--- config.mk ---
export PLATFORM = sky130hd
export DESIGN_NAME = lcd_text_scheduler
export DESIGN_NICKNAME = d
export VERILOG_FILES = /design/src/rtl/lcd_text_scheduler.sv
export SDC_FILE = /design/constraint.sdc
export NUM_CORES = 1
export LEC_CHECK = 0
export BUFFER_PORTS_ARGS = -buffer_cell sky130_fd_sc_hd__buf_2
export CORE_AREA = 5 5 431 433
export DETAILED_ROUTE_END_ITERATION = 10
export DIE_AREA = 0 0 436 438
export GPL_TIMING_DRIVEN = 0
export PLACE_DENSITY = 0.36
export RECOVER_POWER = 100
export SLEW_MARGIN = 20
export SYNTH_ARGS = -nofsm -noshare
export SYNTH_HDL_FRONTEND = slang
export SYNTH_SLANG_ARGS = --single-unit
--- constraint.sdc ---
create_clock -name CLK -period 3.1 [get_ports CLK]
set_clock_uncertainty 0.2 [all_clocks]
set_input_delay 0.31 -clock CLK [delete_from_list [all_inputs] [get_ports CLK]]
set_output_delay 0.31 -clock CLK [all_outputs]
set_load 0.1 [all_outputs]
--- src/rtl/lcd_text_scheduler.sv ---
// Round-robin scheduler sharing one lcd_init text sender among three requesters.
// Latches request pulses, holds the granted text stable and paces transfers with a timeout and an idle gap.
module lcd_text_scheduler #(
  parameter int TEXT_BITS      = 272,
  parameter int GAP_CYCLES     = 50000,
  parameter int TIMEOUT_CYCLES = 50000000
) (
  input  logic                 CLK,
  input  logic                 RST_N,
  input  logic [2:0]           req,
  input  logic [TEXT_BITS-1:0] text0,
  input  logic [TEXT_BITS-1:0] text1,
  input  logic [TEXT_BITS-1:0] text2,
  input  logic                 sending_done,
  output logic                 send_text,
  output logic [TEXT_BITS-1:0] text_out,
  output logic                 busy,
  output logic [1:0]           grant_id,
  output logic [2:0]           done,
  output logic                 timeout
);

  localparam int CNT_MAX = (GAP_CYCLES > TIMEOUT_CYCLES) ? GAP_CYCLES : TIMEOUT_CYCLES;
  localparam int CNT_W   = $clog2(CNT_MAX + 1);

  localparam logic [2:0] S_IDLE = 3'd0;
  localparam logic [2:0] S_LOAD = 3'd1;
  localparam logic [2:0] S_SEND = 3'd2;
  localparam logic [2:0] S_WAIT = 3'd3;
  localparam logic [2:0] S_GAP  = 3'd4;

  logic [2:0]           state;
  logic [2:0]           pending;
  logic [2:0]           clr;
  logic [1:0]           winner;
  logic [CNT_W-1:0]     cnt;
  logic [TEXT_BITS-1:0] sel_text;

  // First pending index after the last grant, wrapping 2 -> 0.
  function automatic logic [1:0] rr_pick(input logic [2:0] p, input logic [1:0] last);
    logic [1:0] idx;
    logic       found;
    rr_pick = last;
    found   = 1'b0;
    idx     = (last == 2'd2) ? 2'd0 : last + 2'd1;
    for (int k = 0; k < 3; k++) begin
      if (!found && p[idx]) begin
        rr_pick = idx;
        found   = 1'b1;
      end
      idx = (idx == 2'd2) ? 2'd0 : idx + 2'd1;
    end
  endfunction

  always_comb begin
    winner   = rr_pick(pending, grant_id);
    clr      = (state == S_LOAD) ? (3'b001 << winner) : 3'b000;
    sel_text = text0;
    case (winner)
      2'd1:    sel_text = text1;
      2'd2:    sel_text = text2;
      default: sel_text = text0;
    endcase
  end

  assign send_text = (state == S_SEND);
  assign busy      = (state != S_IDLE);

  always_ff @(posedge CLK) begin
    if (!RST_N) begin
      state    <= S_IDLE;
      pending  <= 3'b000;
      text_out <= '0;
      grant_id <= 2'd2;
      done     <= 3'b000;
      timeout  <= 1'b0;
      cnt      <= '0;
    end else begin
      done    <= 3'b000;
      timeout <= 1'b0;
      // A request arriving on the clearing edge re-queues its requester.
      pending <= (pending & ~clr) | req;
      case (state)
        S_IDLE: if (|pending) state <= S_LOAD;
        S_LOAD: begin
          text_out <= sel_text;
          grant_id <= winner;
          state    <= S_SEND;
        end
        S_SEND: begin
          cnt   <= '0;
          state <= S_WAIT;
        end
        S_WAIT: begin
          if (sending_done) begin
            done  <= 3'b001 << grant_id;
            cnt   <= '0;
            state <= S_GAP;
          end else if (cnt == CNT_W'(TIMEOUT_CYCLES - 1)) begin
            timeout <= 1'b1;
            cnt     <= '0;
            state   <= S_GAP;
          end else begin
            cnt <= cnt + 1'b1;
          end
        end
        // The acknowledge cycle plus GAP_CYCLES idle cycles.
        S_GAP: begin
          if (cnt == CNT_W'(GAP_CYCLES)) begin
            cnt   <= '0;
            state <= S_IDLE;
          end else begin
            cnt <= cnt + 1'b1;
          end
        end
        default: state <= S_IDLE;
      endcase
    end
  end

endmodule
Word-level counts from Yosys, hierarchy flattened
Index checks and enable logic that the tools add are counted.

Register bits after elaboration: 310. Input port bits: 822. Output and inout bits: 280. Word-level logic and storage cells: 72.

Add/subtract/negate cells: 4. Magnitude comparators: 3. Equality and inequality tests: 14. Shifts and indexed selects: 2. Mux-type cells: 26. Bitwise logic cells: 5. Reduce and logical (&&, ||, !) cells: 11.

Operators with widths (count): one-hot mux 272 bit (2 select lines) (1); two-way mux 26 bit (3); one-hot mux 26 bit (3 select lines) (1); adder 26 x 1 -> 26 bit, second input constant (1); == test 26 x 16 -> 1 bit, second input constant (1); == test 26 bit, second input constant (1); two-way mux 3 bit (5); one-hot mux 3 bit (5 select lines) (1); two-way mux 2 bit (6); less-than comparator 2 x 3 -> 1 bit, second input constant (3); == test 2 bit, second input constant (4); adder 2 x 1 -> 2 bit, second input constant (3); binary-select mux 1 bit (select 2 bit) (3); == test 3 x 2 -> 1 bit, second input constant (2); two-way mux 1 bit (6); AND reduction 3 bit (2); nonzero test 3 bit (2); OR reduction 3 bit (2); left shift 1 x 2 -> 3 bit, first input constant (2); != test 2 bit, second input constant (2); bitwise AND 3 bit (1); == test 3 x 1 -> 1 bit, second input constant (1); == test 3 bit, second input constant (1); zero test 3 bit (1); 7 further kinds (10).

Depth between registers and ports, before layout
Depth in word-level cells: 16. Mapped depth: 12. Gate-level depth less buffers: 10.

Worst setup path before layout
No wires, ideal clock.

Path kind: register to register. Start: register grant_id[1]. End: register text_out[0]. Setup time: 117 ps. Arrival time: 3109 ps. Required time: 2783 ps. Setup slack: -326 ps. Cell stages (with the launch flop): 12. Cell sequence: dfxtp_1 clkbuf_1 a22oi_1 o22a_1 ha_1 clkbuf_1 clkbuf_1 clkbuf_1 clkbuf_1 a211oi_1 a21oi_1 nor2b_1.

Longest elaborated chain between the ends: 13. Elaborated cells between the ends (all ways): 27. Those cells by class: add/sub (3); eq/ne (5); mux (15); reduce/logical (4).

RTL lines: from (decl) (line 18) `output logic [1:0] grant_id,`; from (signal assigned) (line 87) `grant_id <= winner;`; parallel branches: the longest is 10 deep, another holds adder 2 x 1 -> 2 bit; two-way mux 2 bit * (line 47) `if (!found && p[idx]) begin`; == test 2 bit / == test 2 x 1 -> 1 bit (equally long branches) (line 59) `case (winner)`; one-hot mux 272 bit (2 select lines) * (line 59); to (signal assigned) (line 86) `text_out <= sel_text;`; to (decl) (line 16) `output logic [TEXT_BITS-1:0] text_out,`.

Every way passes the cells marked *. The select of a mux whose other input is x is not followed. A chain may end at the register's enable or synchronous reset.

Final worst setup path
Start: register pending[2]. End: register text_out[168].

Longest elaborated chain between the ends: 11. Elaborated cells between the ends (all ways): 18. Those cells by class: eq/ne (2); mux (12); reduce/logical (4).

RTL lines: from (decl) (line 33) `logic [2:0] pending;`; from (signal assigned) (line 82) `pending <= (pending & ~clr) | req;`; binary-select mux 1 bit (select 2 bit) (line 47); two-way mux 1 bit (not written as such) (line 47); two-way mux 1 bit (line 47); zero test 1 bit (line 47); logical AND 1 bit (line 47); two-way mux 1 bit (line 47); zero test 1 bit (line 47); logical AND 1 bit (line 47); two-way mux 2 bit * (line 47); net winner[0] (line 35) `logic [1:0] winner;`; == test 2 bit / == test 2 x 1 -> 1 bit (equally long branches) (line 59); one-hot mux 272 bit (2 select lines) * (line 59).

The timed path passes the listed nets; every way through them passes the cells marked *. The select of a mux whose other input is x is not followed.

==> reports/qor.yml <==
yosys:
  synth_edf_count: 0
  synth_top_family_by_area: "compound AO/OA/AOI/OAI gates"
  synth_async_sr_flop_share_pct: 0
  syn_nets: 2952
  synth_xor_area_share_pct: 0
  ys_seq_area_share_pct: 37.3
  synth-adder-area-share_pct: 0.451
  syn_area_um2: 16600
  syn_avg_cell_area_um2: 7.83
  ys_types: 49
  yosysTopAreaCell: "dfxtp_1"
  synth_compound_area_share_pct: 35.7
  yosysWarnings: 0
  synthTopCellsByCount: "dfxtp_1 (310), nor2_1 (288), a21oi_1 (276), nor2b_1 (276), a22oi_1 (273)"
  netlist.area_leader.share_pct: 37.3
  synth.most_common_cell: "dfxtp_1"
  synth_simple_gate_area_share_pct: 21.0
  ys_top_cells_by_area: "dfxtp_1 (37%), a22oi_1 (12%), a211oi_1 (12%), nor2b_1 (10%), a21oi_1 (8.3%)"
  synth_seq_cells: 310
  synthCells: 2124
  synth_ff_type: "dfxtp_1"
  synth_mux_area_share_pct: 0.0602
timing:
  worst_slack_ns: 0.0885
  fin_crit_ns: 3.01
  final_hold_viol_count: 0
  fmax_mhz: 332
  rsz0062_at_grt: "true"
  tightest_slew_ns: 1.70
  finalCritPeriodShare_pct: 97.1
  hold_ws_ns: 0.0437
  slew-limit-headroom_pct: -12.6
  setup_viol: 0
  final-max-slew-violation-count: 30
power:
  irDropWorstVdd_v: 0.000393
  p_comb_share_pct: 51.8
  p_leak_nw: 11.7
  power.clock.fraction_pct: 26.1
  internal_power_mw: 10.5
  p_sw_mw: 11.7
  p_sw_share_pct: 52.6
  cellPowerDensity_nw_per_um2: 717
  seqPwrFrac_pct: 22.1
cts:
  cts_max_level: 2
  tritoncts: "built"
  cts_sinks: 310
  clk_pin_slew_ns: 0.06
  worstSkewPairLatency_ns: 0.62
  cts_buffers: 47
  cts_root_buffer: "clkbuf_16"
  clk_path_buf_depth: 3
worst_setup_path:
  end_kind: "register"
  path_buf_inv: 4
  r2r_setup_slack_ns: 0.09
  start_kind: "register"
  crit_fanout: 10
  critPathKind: "reg -> reg"
  crit_path_top_delay_cell: "a22oi_2"
  reg2reg_depth: 11
  r2r-start: "pending[2]"
  worstPathArrival_ns: 3.30
  cp_top_family: "compound AO/OA/AOI/OAI gates"
  cp_data_required_time_ns: 3.39
  crit_path_cell_trace: "inv_1 -> a22oi_1 -> o22a_1 -> inv_1 -> ha_2 -> clkbuf_8 -> clkbuf_8 -> a22oi_2 -> a211oi_4 -> a21oi_1 -> nor2b_1"
  cpPeakStageDelay_ns: 0.62
  r2r-end: "text_out[168]"
detailed_routing:
  dr.pass1.iters: 6
  via_per_inst: 3.97
  wl_per_cell_um: 29.0
  wl_um: 176000
  via_count: 24200
  drt_iter0_markers: 1785
  drc: 0
  antenna_left: 0
outcome:
  violations: "max-capacitance violations, max-slew violations"
  status: "finished, violations left"
grt:
  overflow: 0
  track_usage_pct: 17.4
  grt_max_degree: 14
  grt_pass1_vias: 24100
  grt_pass1_wl_um: 226000
  antenna_found_initial: 63
floorplanning:
  die_area_um2: 191000
  fp-row-count: 157
  initial_core_util_pct: 9.16
  die_h_um: 438
  die_w_um: 436
  ios: 1102
  core_area_um2: 182000
cells_and_area:
  fin_cells: 6083
  n_fill_cell: 20900
  fin_util_pct: 17.1
  drive_above_1_share_pct: 30.2
  seq_area_um2: 6210
  nets: 4467
  final_area_um2: 31000
  multi_input_area_um2: 10000
  area_growth_pct: 86.2
worst_hold_path:
  hold_path_class: "in -> reg"
  min_delay_path_depth: 5
  min_from: "text1[75]"
  min_to: "text_out[75]"
placement:
  dpl_worst_slack_ns: -1.63
  portBuffers: 1101
  placed_area_um2: 25200
  dp_cells: 5612
  gp_congestion: 0.973
  hpwl_um: 152000
flow_run:
  cap_violations: 33
==> worst max-delay path by stage <==
stage | cells after the start | end | slack (ns) | from
after global placement | 11 | text_out[173] | -2.54 | grant_id[1]
after CTS | 11 | text_out[186] | 0.0002 | grant_id[0]
final | 11 | text_out[168] | 0.09 | pending[2]
after detailed placement | 11 | text_out[186] | -1.63 | grant_id[1]
after global routing | 11 | text_out[198] | -0.01 | grant_id[0]
after floorplan | 11 | text_out[0] | 0.14 | grant_id[1]
==> cell families after synthesis <==
kind of cell | Yosys count
buffers and inverters | 237
flip-flops | 310
adder cells (fa/ha/maj) | 6
multiplexers | 1
AND/OR/NAND/NOR | 692
AO/OA/AOI/OAI | 878
==> cell usage in the layout, fill, tap and decap left out, types with 5 or more instances in the layout <==
cell | netlist | final
and2_1 | 9 | 9
clkbuf_2 | 0 | 96
dfxtp_1 | 310 | 308
a21oi_1 | 276 | 275
buf_2 | 2 | 825
o31a_1 | 6 | 6
a21boi_0 | 5 | 5
nor2_1 | 288 | 288
nor3_1 | 7 | 7
a211oi_4 | 0 | 22
clkbuf_8 | 0 | 24
nor4_1 | 10 | 10
a22oi_1 | 273 | 268
inv_1 | 8 | 8
a22oi_2 | 0 | 5
clkbuf_16 | 0 | 48
o211ai_1 | 5 | 5
buf_4 | 0 | 7
diode_2 | 0 | 25
o21a_1 | 7 | 7
clkbuf_4 | 0 | 17
bufinv_16 | 0 | 5
a211oi_1 | 272 | 215
a211oi_2 | 0 | 35
nor2b_1 | 276 | 276
nand2_1 | 55 | 56
clkbuf_1 | 221 | 374
nand2b_1 | 5 | 5
dlygate4sd3_1 | 0 | 365
o221ai_1 | 15 | 15
and4_1 | 6 | 6
nand3_1 | 14 | 14
==> worst min-delay path, cell delays in order <==
cell,delay [ns]
buf_2,0.10
a22oi_1,0.14
a211oi_1,0.12
a21oi_1,0.12
nor2b_1,0.05
==> stage by stage <==
stage / total power [mW] / TNS [ns]
detailed placement: 15.8 / -284.41
global placement: 15.8 / -417.96
floorplan: 11.6 / 0
global route: 23.2 / -0.0150
finish: 22.2 / 0
CTS: 22.6 / 0
==> state kept, by name (all words and copies together), names as in the netlist <==
signal    cells
text_out    272
cnt          26
done          3
pending       3
state         3
grant_id      2
timeout       1
==> power by group through the flow <==
stage | Combinational [mW] | Sequential [mW] | Clock (mW)
final | 11.5 | 4.91 | 5.80
after global routing | 12.1 | 4.96 | 6.16
after CTS | 11.7 | 4.88 | 6.03
after detailed placement | 10.8 | 4.96 | 0
after global placement | 10.8 | 4.95 | 0
after floorplan | 3.13 | 8.46 | 0
==> layout make-up <==
class	instances	area share (%)
diodes	25	0.202
plain buffers	226	3.91
well taps	2385	9.63
clock buffers	68	4.44
inverters	8	0.0969
multi-input cells	1577	32.3
repair buffers	1469	28.6
clock inverters	15	0.796
flip-flops and latches	310	20.0
==> timing repair <==
action | CTS | global route
gates cloned | 0 | 0
resized for setup | 201 | 65
buffers inserted | 0 | 1
setup endpoints to repair | 273 | 186
hold buffers | 365 | 0
hold endpoints to repair | 235 | 0
pin swaps | 10 | 3
==> metal layers <==
layer | up-vias | part of all wire, % | track usage, %
li1 | 10900 | - | -
met1 | 12000 | 40 | 21.1
met2 | 1011 | 47 | 29.4
met3 | 223 | 8.7 | 5.79
met4 | 30 | 3.7 | 4.89
met5 | - | 0.12 | 0
Note: power is estimated with default switching activity, not from simulation.
